### src/rtl/satellite_fuzz_hub.sv
// satellite_fuzz_hub: routes one selected fuzzer engine onto the DUT Wishbone port,
// turns rising issue flags of that engine into timestamped event words, buffers
// them in a small FIFO and reports them upstream with timeout/retry handling.
module satellite_fuzz_hub #(
  parameter int unsigned           NUM_SRC        = 2,
  parameter int unsigned           ADDR_WIDTH     = 32,
  parameter int unsigned           DATA_WIDTH     = 32,
  parameter int unsigned           EXT_RW_WIDTH   = 32,
  parameter int unsigned           FLAG_W         = 4,
  parameter int unsigned           EVT_DEPTH      = 8,
  parameter int unsigned           MASTER_TIMEOUT = 64,
  parameter int unsigned           MAX_RETRY      = 3,
  parameter logic [ADDR_WIDTH-1:0] REPORT_ADDR    = 32'h80000000
) (
  input  logic                              clk,
  input  logic                              rst,
  input  logic                              ext_slave_we,
  input  logic [ADDR_WIDTH-1:0]             ext_slave_addr_write,
  input  logic [EXT_RW_WIDTH-1:0]           ext_slave_wr_data,
  input  logic [ADDR_WIDTH-1:0]             ext_slave_addr_read,
  output logic [EXT_RW_WIDTH-1:0]           ext_slave_rd_data,
  input  logic [NUM_SRC*ADDR_WIDTH-1:0]     src_adr,
  input  logic [NUM_SRC*DATA_WIDTH-1:0]     src_dat,
  input  logic [NUM_SRC*(DATA_WIDTH/8)-1:0] src_sel,
  input  logic [NUM_SRC-1:0]                src_we,
  input  logic [NUM_SRC-1:0]                src_stb,
  input  logic [NUM_SRC-1:0]                src_cyc,
  input  logic [NUM_SRC*FLAG_W-1:0]         src_flags,
  output logic [NUM_SRC-1:0]                src_enable,
  output logic [NUM_SRC-1:0]                src_ack,
  output logic [NUM_SRC-1:0]                src_err,
  output logic [DATA_WIDTH-1:0]             src_rdata,
  output logic [ADDR_WIDTH-1:0]             dut_adr,
  output logic [DATA_WIDTH-1:0]             dut_dat,
  output logic [DATA_WIDTH/8-1:0]           dut_sel,
  output logic                              dut_we,
  output logic                              dut_stb,
  output logic                              dut_cyc,
  input  logic                              dut_ack,
  input  logic                              dut_err,
  input  logic [DATA_WIDTH-1:0]             dut_rdata,
  output logic                              ext_master_req,
  output logic                              ext_master_we,
  output logic [ADDR_WIDTH-1:0]             ext_master_addr_write,
  output logic [EXT_RW_WIDTH-1:0]           ext_master_wdata,
  input  logic                              ext_master_write_done,
  output logic                              irq_overflow
);

  localparam int unsigned SEL_W = DATA_WIDTH / 8;
  localparam int unsigned PTR_W = (EVT_DEPTH > 1) ? $clog2(EVT_DEPTH) : 1;
  localparam int unsigned CNT_W = PTR_W + 1;
  localparam int unsigned TMR_W = (MASTER_TIMEOUT > 1) ? $clog2(MASTER_TIMEOUT) : 1;
  localparam int unsigned RTY_W = (MAX_RETRY > 0) ? $clog2(MAX_RETRY + 1) : 1;

  typedef enum logic [1:0] {
    S_IDLE  = 2'd0,
    S_REQ   = 2'd1,
    S_RETRY = 2'd2
  } state_t;

  // Mode and source selection
  logic [3:0]         mode_q, mode_d;
  logic [3:0]         pend_q, pend_d;
  logic               act_valid;
  logic [3:0]         act_idx;
  logic [NUM_SRC-1:0] sel_vec;
  logic               act_cyc;
  logic [FLAG_W-1:0]  act_flags;
  logic               mode_change;

  // Event capture
  logic [FLAG_W-1:0]  prev_q, prev_d;
  logic [FLAG_W-1:0]  rose;
  logic               push;
  logic [19:0]        ts_q;
  logic [31:0]        evt_word;

  // FIFO
  logic [31:0]        mem_q [EVT_DEPTH];
  logic [PTR_W-1:0]   wr_ptr_q, rd_ptr_q;
  logic [CNT_W-1:0]   cnt_q, cnt_d;
  logic               fifo_full, fifo_empty;
  logic               push_ok, drop;

  // Report FSM
  state_t             state_q, state_d;
  logic [TMR_W-1:0]   timer_q, timer_d;
  logic [RTY_W-1:0]   retry_q, retry_d;
  logic               pop_fire;
  logic               fail_inc;

  // Counters and register access
  logic [15:0]        drop_cnt_q;
  logic               irq_q;
  logic [31:0]        total_q;
  logic [15:0]        fail_cnt_q;
  logic               status_clr;
  logic [31:0]        rd32;
  logic               unused_bits;

  assign unused_bits = ^{ext_slave_addr_write[ADDR_WIDTH-1:8],
                         ext_slave_addr_read[ADDR_WIDTH-1:8],
                         ext_slave_wr_data[EXT_RW_WIDTH-1:4]};

  // Decode the active mode into a source index
  always_comb begin
    act_valid = (mode_q != 4'd0) && (32'(mode_q) <= NUM_SRC);
    act_idx   = mode_q - 4'd1;
  end

  // Combinational Wishbone mux from the active engine; zeros when idle
  always_comb begin
    sel_vec   = '0;
    dut_adr   = '0;
    dut_dat   = '0;
    dut_sel   = '0;
    dut_we    = 1'b0;
    dut_stb   = 1'b0;
    dut_cyc   = 1'b0;
    act_cyc   = 1'b0;
    act_flags = '0;
    for (int unsigned k = 0; k < NUM_SRC; k++) begin
      if (act_valid && (32'(act_idx) == k)) begin
        sel_vec[k] = 1'b1;
        dut_adr    = src_adr[k*ADDR_WIDTH +: ADDR_WIDTH];
        dut_dat    = src_dat[k*DATA_WIDTH +: DATA_WIDTH];
        dut_sel    = src_sel[k*SEL_W +: SEL_W];
        dut_we     = src_we[k];
        dut_stb    = src_stb[k];
        dut_cyc    = src_cyc[k];
        act_cyc    = src_cyc[k];
        act_flags  = src_flags[k*FLAG_W +: FLAG_W];
      end
    end
  end

  assign src_enable = sel_vec;
  assign src_ack    = sel_vec & {NUM_SRC{dut_ack}};
  assign src_err    = sel_vec & {NUM_SRC{dut_err}};
  assign src_rdata  = dut_rdata;

  // Pending/active mode update; the switch waits for the current bus cycle to end.
  // A MODE write takes effect at the same edge when the switch is allowed.
  always_comb begin
    status_clr = ext_slave_we && (ext_slave_addr_write[7:0] == 8'h04) && ext_slave_wr_data[0];
    pend_d     = pend_q;
    if (ext_slave_we && (ext_slave_addr_write[7:0] == 8'h00)) begin
      pend_d = ext_slave_wr_data[3:0];
    end
    mode_d = mode_q;
    if (!act_valid || !act_cyc) begin
      mode_d = pend_d;
    end
    mode_change = (mode_d != mode_q);
  end

  // Rising-edge detect on the active engine's flags and event word assembly
  always_comb begin
    rose     = act_flags & ~prev_q;
    push     = |rose;
    prev_d   = mode_change ? '0 : act_flags;
    evt_word = {4'hE, act_idx, 4'(rose), ts_q};
  end

  // FIFO bookkeeping; a push at full is still accepted when the head pops
  always_comb begin
    fifo_full  = (cnt_q == CNT_W'(EVT_DEPTH));
    fifo_empty = (cnt_q == '0);
    push_ok    = push && (!fifo_full || pop_fire);
    drop       = push && fifo_full && !pop_fire;
    cnt_d      = cnt_q + CNT_W'(push_ok) - CNT_W'(pop_fire);
  end

  // Report FSM: request, wait for done with timeout, retry, discard
  always_comb begin
    state_d  = state_q;
    timer_d  = timer_q;
    retry_d  = retry_q;
    pop_fire = 1'b0;
    fail_inc = 1'b0;
    case (state_q)
      S_IDLE: begin
        timer_d = '0;
        retry_d = '0;
        if (!fifo_empty) begin
          state_d = S_REQ;
        end
      end
      S_REQ: begin
        if (ext_master_write_done) begin
          pop_fire = 1'b1;
          state_d  = S_IDLE;
        end else if (timer_q == TMR_W'(MASTER_TIMEOUT - 1)) begin
          timer_d = '0;
          if (retry_q == RTY_W'(MAX_RETRY)) begin
            pop_fire = 1'b1;
            fail_inc = 1'b1;
            state_d  = S_IDLE;
          end else begin
            retry_d = retry_q + RTY_W'(1);
            state_d = S_RETRY;
          end
        end else begin
          timer_d = timer_q + TMR_W'(1);
        end
      end
      S_RETRY: begin
        timer_d = '0;
        state_d = S_REQ;
      end
      default: state_d = S_IDLE;
    endcase
  end

  // Control state, FIFO pointers and counters
  always_ff @(posedge clk) begin
    if (rst) begin
      mode_q     <= '0;
      pend_q     <= '0;
      prev_q     <= '0;
      ts_q       <= '0;
      wr_ptr_q   <= '0;
      rd_ptr_q   <= '0;
      cnt_q      <= '0;
      state_q    <= S_IDLE;
      timer_q    <= '0;
      retry_q    <= '0;
      drop_cnt_q <= '0;
      irq_q      <= 1'b0;
      total_q    <= '0;
      fail_cnt_q <= '0;
    end else begin
      mode_q   <= mode_d;
      pend_q   <= pend_d;
      prev_q   <= prev_d;
      ts_q     <= ts_q + 20'd1;
      cnt_q    <= cnt_d;
      state_q  <= state_d;
      timer_q  <= timer_d;
      retry_q  <= retry_d;
      if (push_ok) begin
        wr_ptr_q <= wr_ptr_q + PTR_W'(1);
      end
      if (pop_fire) begin
        rd_ptr_q <= rd_ptr_q + PTR_W'(1);
      end
      if (push_ok && (total_q != 32'hFFFF_FFFF)) begin
        total_q <= total_q + 32'd1;
      end
      if (status_clr) begin
        drop_cnt_q <= '0;
        irq_q      <= 1'b0;
        fail_cnt_q <= '0;
      end else begin
        if (drop) begin
          irq_q <= 1'b1;
          if (drop_cnt_q != 16'hFFFF) begin
            drop_cnt_q <= drop_cnt_q + 16'd1;
          end
        end
        if (fail_inc && (fail_cnt_q != 16'hFFFF)) begin
          fail_cnt_q <= fail_cnt_q + 16'd1;
        end
      end
    end
  end

  // Event storage (data only, no reset needed)
  always_ff @(posedge clk) begin
    if (push_ok) begin
      mem_q[wr_ptr_q] <= evt_word;
    end
  end

  assign ext_master_req        = (state_q == S_REQ);
  assign ext_master_we         = 1'b1;
  assign ext_master_addr_write = REPORT_ADDR;
  assign ext_master_wdata      = fifo_empty ? '0 : EXT_RW_WIDTH'(mem_q[rd_ptr_q]);
  assign irq_overflow          = irq_q;

  // Register readback
  always_comb begin
    case (ext_slave_addr_read[7:0])
      8'h00:   rd32 = {28'd0, mode_q};
      8'h04:   rd32 = {drop_cnt_q, 8'(cnt_q), 6'd0, (state_q != S_IDLE), irq_q};
      8'h08:   rd32 = total_q;
      8'h0C:   rd32 = {16'd0, fail_cnt_q};
      default: rd32 = 32'hDEADDEAD;
    endcase
    ext_slave_rd_data = EXT_RW_WIDTH'(rd32);
  end

endmodule
### config.mk
export PLATFORM = sky130hd
export DESIGN_NAME = satellite_fuzz_hub
export DESIGN_NICKNAME = d
export VERILOG_FILES = /design/src/rtl/satellite_fuzz_hub.sv
export SDC_FILE = /design/constraint.sdc
export NUM_CORES = 1
export LEC_CHECK = 0
export ABC_AREA = 0
export BUFFER_PORTS_ARGS = -buffer_cell sky130_fd_sc_hd__clkbuf_2
export CAP_MARGIN = 20
export CORE_AREA = 2 2 189 191
export DETAILED_ROUTE_END_ITERATION = 8
export DIE_AREA = 0 0 191 193
export PLACE_DENSITY_LB_ADDON = 0.15
export SLEW_MARGIN = 5
export SYNTH_ARGS = -nofsm -noshare
export SYNTH_HDL_FRONTEND = slang
export SYNTH_SLANG_ARGS = --single-unit
export TNS_END_PERCENT = 10
### constraint.sdc
create_clock -name clk -period 7.8 [get_ports clk]
set_clock_uncertainty 0.1 [all_clocks]
set_input_delay 0.78 -clock clk [delete_from_list [all_inputs] [get_ports clk]]
set_output_delay 0.78 -clock clk [all_outputs]
set_load 0.05 [all_outputs]
# [Yosys cells after proc, flatten, opt, wreduce, memory -nomap -nowiden]
# Memory sizes are Yosys's and may differ from the RTL's. A register that Yosys moved wholly into a read port is not among the register bits.
# Cells that the tools add are included.
[classes] n_eq_ne=19 magnitude_cmp=1 reduce_logical=34 bitwise_logic=4 add_sub_neg=11 n_mux=42
[ops] op="two-way mux 32 bit" n=5
[ops] op="case mux 32 bit (4 select lines)" n=1
[ops] op="adder 16 x 1 -> 16 bit, second input constant" n=2
[ops] op="adder 32 x 1 -> 32 bit, second input constant" n=1
[ops] op="!= test 16 bit, second input constant" n=2
[ops] op="!= test 32 bit, second input constant" n=1
[ops] op="two-way mux 4 bit" n=6
[ops] op="adder 20 x 1 -> 20 bit, second input constant" n=1
[ops] op="== test 8 x 3 -> 1 bit, second input constant" n=2
[ops] op="== test 8 x 4 -> 1 bit, second input constant" n=2
[ops] op="zero test 8 bit" n=2
[ops] op="two-way mux 1 bit" n=16
[ops] op="two-way mux 2 bit" n=7
[ops] op="two-way mux 6 bit" n=2
[ops] op="case mux 6 bit (2 select lines)" n=1
[ops] op="logical AND 1 bit" n=11
[ops] op="zero test 4 bit" n=2
[ops] op="adder 3 x 1 -> 3 bit, second input constant" n=2
[ops] op="adder 6 x 1 -> 6 bit, second input constant" n=1
[ops] op="== test 6 bit, second input constant" n=1
[ops] op="two-way mux 3 bit" n=2
[ops] op="!= test 2 bit, second input constant" n=3
[ops] op="case mux 2 bit (3 select lines)" n=1
[ops] op="AND reduction 2 bit" n=3
[ops] op="24 further kinds" n=34
[totals] n_memories=1 ff_bits=117 ram_bits=224
[mem_list] memory="mem_q" words=8 word_bits=28 read_ports=1 rd_clocked_by_memory_dff=1 write_ports=1 line="80" text="logic [31:0] mem_q [EVT_DEPTH];"

# [Longest topological paths before layout]
[logic_depth] depth_word=10 depth_mapped=14 ltp_nobuf=12

# [Worst setup path before layout]
# OpenSTA, ideal clock, no wires.
[synth_timing] path_kind="reg2reg" from="register mode_q[0]" to="memory mem_q[2][0] in the netlist's numbering, enable pin" period_less_slack_ns=5.519 stages_incl_launch_ff=10 arrival_time_ns=4.925 t_required_ns=7.206 slack_ns=2.281 setup_ns=0.494 cell_sequence="dfxtp_1 -> inv_1 -> ha_1 -> buf_2 -> nand4bb_1 -> a21o_1 -> a41oi_2 -> nand2_1 -> clkbuf_1 -> nor4b_1"
[synth_between] elab_chain_len=10 elab_cells_between_ends=15 cone_classes="add/sub: 1; order compare: 1; eq/ne: 1; mux: 4; bitwise: 1; reduce/logical: 7"
[synth_rtl] item="start, declared" line="63" text="logic [3:0] mode_q, mode_d;"
[synth_rtl] item="start signal, assigned" line="234" text="mode_q <= mode_d;"
[synth_rtl] item="subtractor 4 x 1 -> 4 bit *" line="109" text="act_idx = mode_q - 4'd1;"
[synth_rtl] item="via act_idx[0]" line="66" text="logic [3:0] act_idx;"
[synth_rtl] item="zero test 4 bit" line="124" text="if (act_valid && (32'(act_idx) == k)) begin"
[synth_rtl] item="logical AND 1 bit" line="124"
[synth_rtl] item="two-way mux 4 bit" line="124"
[synth_rtl] item="two-way mux 4 bit *" line="124"
[synth_rtl] item="AND 4 bit *" line="160" text="rose = act_flags & ~prev_q;"
[synth_rtl] item="OR reduction 4 bit *" line="161" text="push = |rose;"
[synth_rtl] item="logical AND 1 bit *" line="170" text="push_ok = push && (!fifo_full || pop_fire);"
[synth_rtl] item="two-way mux 1 bit *" line="271" text="if (push_ok) begin"
[synth_rtl] item="two-way mux 1 bit (implied by the code) *" line="272" text="mem_q[wr_ptr_q] <= evt_word;"
[synth_rtl] item="end, declared" line="80"
# Mark *: on every way through the listed nets, which the timed path passes. The rest lies on a longest branch.

# [Worst setup path in the final report]
[layout_timing] from="register mode_q[1]" to="output dut_dat[13]"
[layout_between] elab_chain_len=5 elab_cells_between_ends=10 cone_classes="add/sub: 1; order compare: 1; eq/ne: 1; mux: 2; reduce/logical: 5"
[layout_rtl] item="subtractor 4 x 1 -> 4 bit, or another cell as far along" line="109"
[layout_rtl] item="zero test 4 bit / logical AND 1 bit (equally long branches)" line="124, 108"
[layout_rtl] item="logical AND 1 bit" line="124"
[layout_rtl] item="two-way mux 32 bit" line="124"
[layout_rtl] item="two-way mux 32 bit *" line="124"
[layout_rtl] item="end, declared" line="34" text="output logic [DATA_WIDTH-1:0] dut_dat,"
# Mark *: on every way between the ends. The rest lies on a longest branch, timed or not.

==> impl_metrics.toml <==
[outcome]
status = "completed"

[critical_path]
crit_required_ns = 6.92
path_cells = "inv_1 > ha_1 > nor4_1 > o21ai_1 > buf_4 > nor3_2 > buf_4 > a22o_1 > clkbuf_2"
start_kind = "flop"
cp.depth = 9
cp-end-kind = "output pin"
arrival_ns = 3.65
cp_common_cell = "buf_4"
path_class = "reg2out"
worst-path-buf-inv = 4
critPathMaxFanout = 70
crit_family = "buffers and inverters"
slowest_stage = "buf_4"
critPathMaxStageDelay_ns = 0.62
reg2reg_depth = 9

[sta]
setup_ws_ns = 3.27
finalCritPeriodShare = 0.580
rsz0062_at_grt = "no"
hold_viol = 0
clock.fmax_mhz = 221
setup_viol = 0
fin_setup_tns_ns = 0
slew_violations = 0
slew-limit-headroom = 0.252
fin_crit_ns = 4.53
holdWs_ns = 0.392
worst_pin_slew_ns = 1.12

[cts]
cts_tree = "done"
cts_buffers = 38
clock-root-buffer = "clkbuf_16"
cts.sinks = 344
cts_setup_buffers = 0
clkLatencyLatePin_ns = 0.54
h-tree-depth = 2
cts_buffer_depth = 3
clk_pin_slew_ns = 0.06
holdBufCountCts = 0
post_cts_resized = 0

[routing]
drt_iter0_drc = 802
first_pass_iters = 5
dr_total_vias = 11310
wl_per_cell_um = 22.1
antenna_left = 0
wl_um = 45000
drc = 0
vias_per_cell = 5.56

[layout]
layout_common_cells = "clkbuf_2 (316), edfxtp_1 (224), nor2_1 (148), dfxtp_1 (117), a22o_1 (70)"
drive_gt1_frac = 0.297
syn_to_final_growth_pct = 18.5
mostFrequentLayoutCell = "clkbuf_2"
finalNetCount = 1844

[power]
ir_drop_v = 0.000167
p_per_area_nw_per_um2 = 241
p_leak_uw = 0.00691

[grt]
grt-ovfl-total = 0
grt_max_degree = 74
groute.usage.overall = 0.238
grt_pass1_vias = 10617
grt_pass1_wl_um = 65300
antenna_found_initial = 4

[logic_synthesis]
ys_ff_latch = 344
synth-main-ff-cell = "edfxtp_1"
synth_cell_types = 57
postSynthCellCount = 1272
async_flop_share = 0
synth_warnings = 0
post_synth.cell_area_avg_um2 = 12.5
synth_edf_count = 224
yosysSeqAreaShare = 0.573
syn-cell-area_um2 = 15900

[floorplan]
start_util = 0.456
fp.dieH_um = 193
die_area_um2 = 36900
rows = 69
pin_count = 492
core_area_um2 = 35000
fp.dieW_um = 191

[placement]
dp_hpwl_um = 30300
dp_slack_ns = 3.76
port_buffers = 317
gp_congestion = 0.847

[hold_path]
hold_depth = 2
holdCritPathClass = "reg2reg"

[flow_run]
cap_violations = 0
[power breakdown]
part / switching [uW] / internal (uW)
registers: 34.4 / 1940
clock network: 714 / 1020
logic: 601 / 240
total: 1350 / 3190
[sequential cells by signal, indices dropped and copies added, names as in the netlist, named ones only]
name and count:
total_q 32, rd_ptr_q 3, fail_cnt_q 16, prev_q 4, irq_overflow 1, drop_cnt_q 16, mode_q 4, cnt_q 4
wr_ptr_q 3, retry_q 2, ts_q 20, mem_q 224, timer_q 6, state_q 2, pend_q 4
[final timing paths]
check	slack, ns	from	end
worst min register to register	0.39	timer_q[1]	timer_q[1]
worst max-delay path	3.27	mode_q[1]	dut_dat[13]
worst min-delay path	0.39	timer_q[1]	timer_q[1]
worst max register to register	3.91	mode_q[0]	mem_q[2][20]
[cells in the mapped netlist, types with 7 or more instances]
master	n	share of area
mux4_2	57	0.081
buf_4	68	0.032
a22o_1	70	0.038
a22oi_1	7	0.0033
and4_1	10	0.0055
a211oi_1	8	0.0038
nand2_1	60	0.014
nor4_1	8	0.0031
ha_1	17	0.013
o21ai_1	12	0.0038
dfxtp_1	120	0.15
and2_1	9	0.0035
nor3_1	20	0.0063
a221o_1	14	0.0088
buf_1	11	0.0026
or3_1	16	0.0063
nor2_1	150	0.035
clkbuf_1	54	0.013
edfxtp_1	224	0.42
xnor2_1	28	0.015
o21ai_0	13	0.0041
nand3_1	38	0.012
nand4_1	28	0.011
mux2i_1	40	0.025
xor2_1	42	0.023
and3_1	18	0.0071
inv_1	23	0.0054
nor2b_1	10	0.0039
a21oi_1	27	0.0085
[worst min-delay path, stage by stage, from the launching register on]
cell,delay (ns)
dfxtp_1,0.33
nand3_1,0.07
a21oi_1,0.05
[metal layers]
layer  global-route usage  share of wire
met1                0.332           0.44
met2                0.367           0.46
met3               0.0675          0.080
met4               0.0596          0.022
met5                    0        0.00062
[final cells by class]
cell class | instances | area (um2)
well taps | 461 | 577
diodes | 2 | 5.00
fillers | 3043 | 16100
flip-flops and latches | 344 | 9140
multi-input cells | 798 | 6110
repair buffers | 337 | 1740
clock buffers | 62 | 1110
inverters | 23 | 86.3
clock inverters | 8 | 114
[kinds of logic (layout without fill, tap and decap cells)]
family                   count (synthesis)  after routing  share of synthesized area
AO/OA/AOI/OAI                          177            177                     0.0847
XOR/XNOR                                70             70                     0.0385
other                                    2             36                   0.000471
flip-flops                             344            344                      0.573
adder cells (fa/ha/maj)                 18             18                     0.0146
AND/OR/NAND/NOR                        393            393                      0.122
buffers and inverters                  162            430                     0.0547
multiplexers                           106            106                      0.112
[metrics by stage]
stage,util,cell area (um2),power [uW],instances
4_1_cts,0.540,18900,4590,2033
6_report,0.540,18900,4540,2035
3_5_place_dp,0.505,17600,2860,1963
5_1_grt,0.540,18900,4730,2034
3_3_place_gp,0.505,17600,2860,1963
2_1_floorplan,-,16100,2690,1304
No activity file was read; power rests on OpenSTA's default activity.
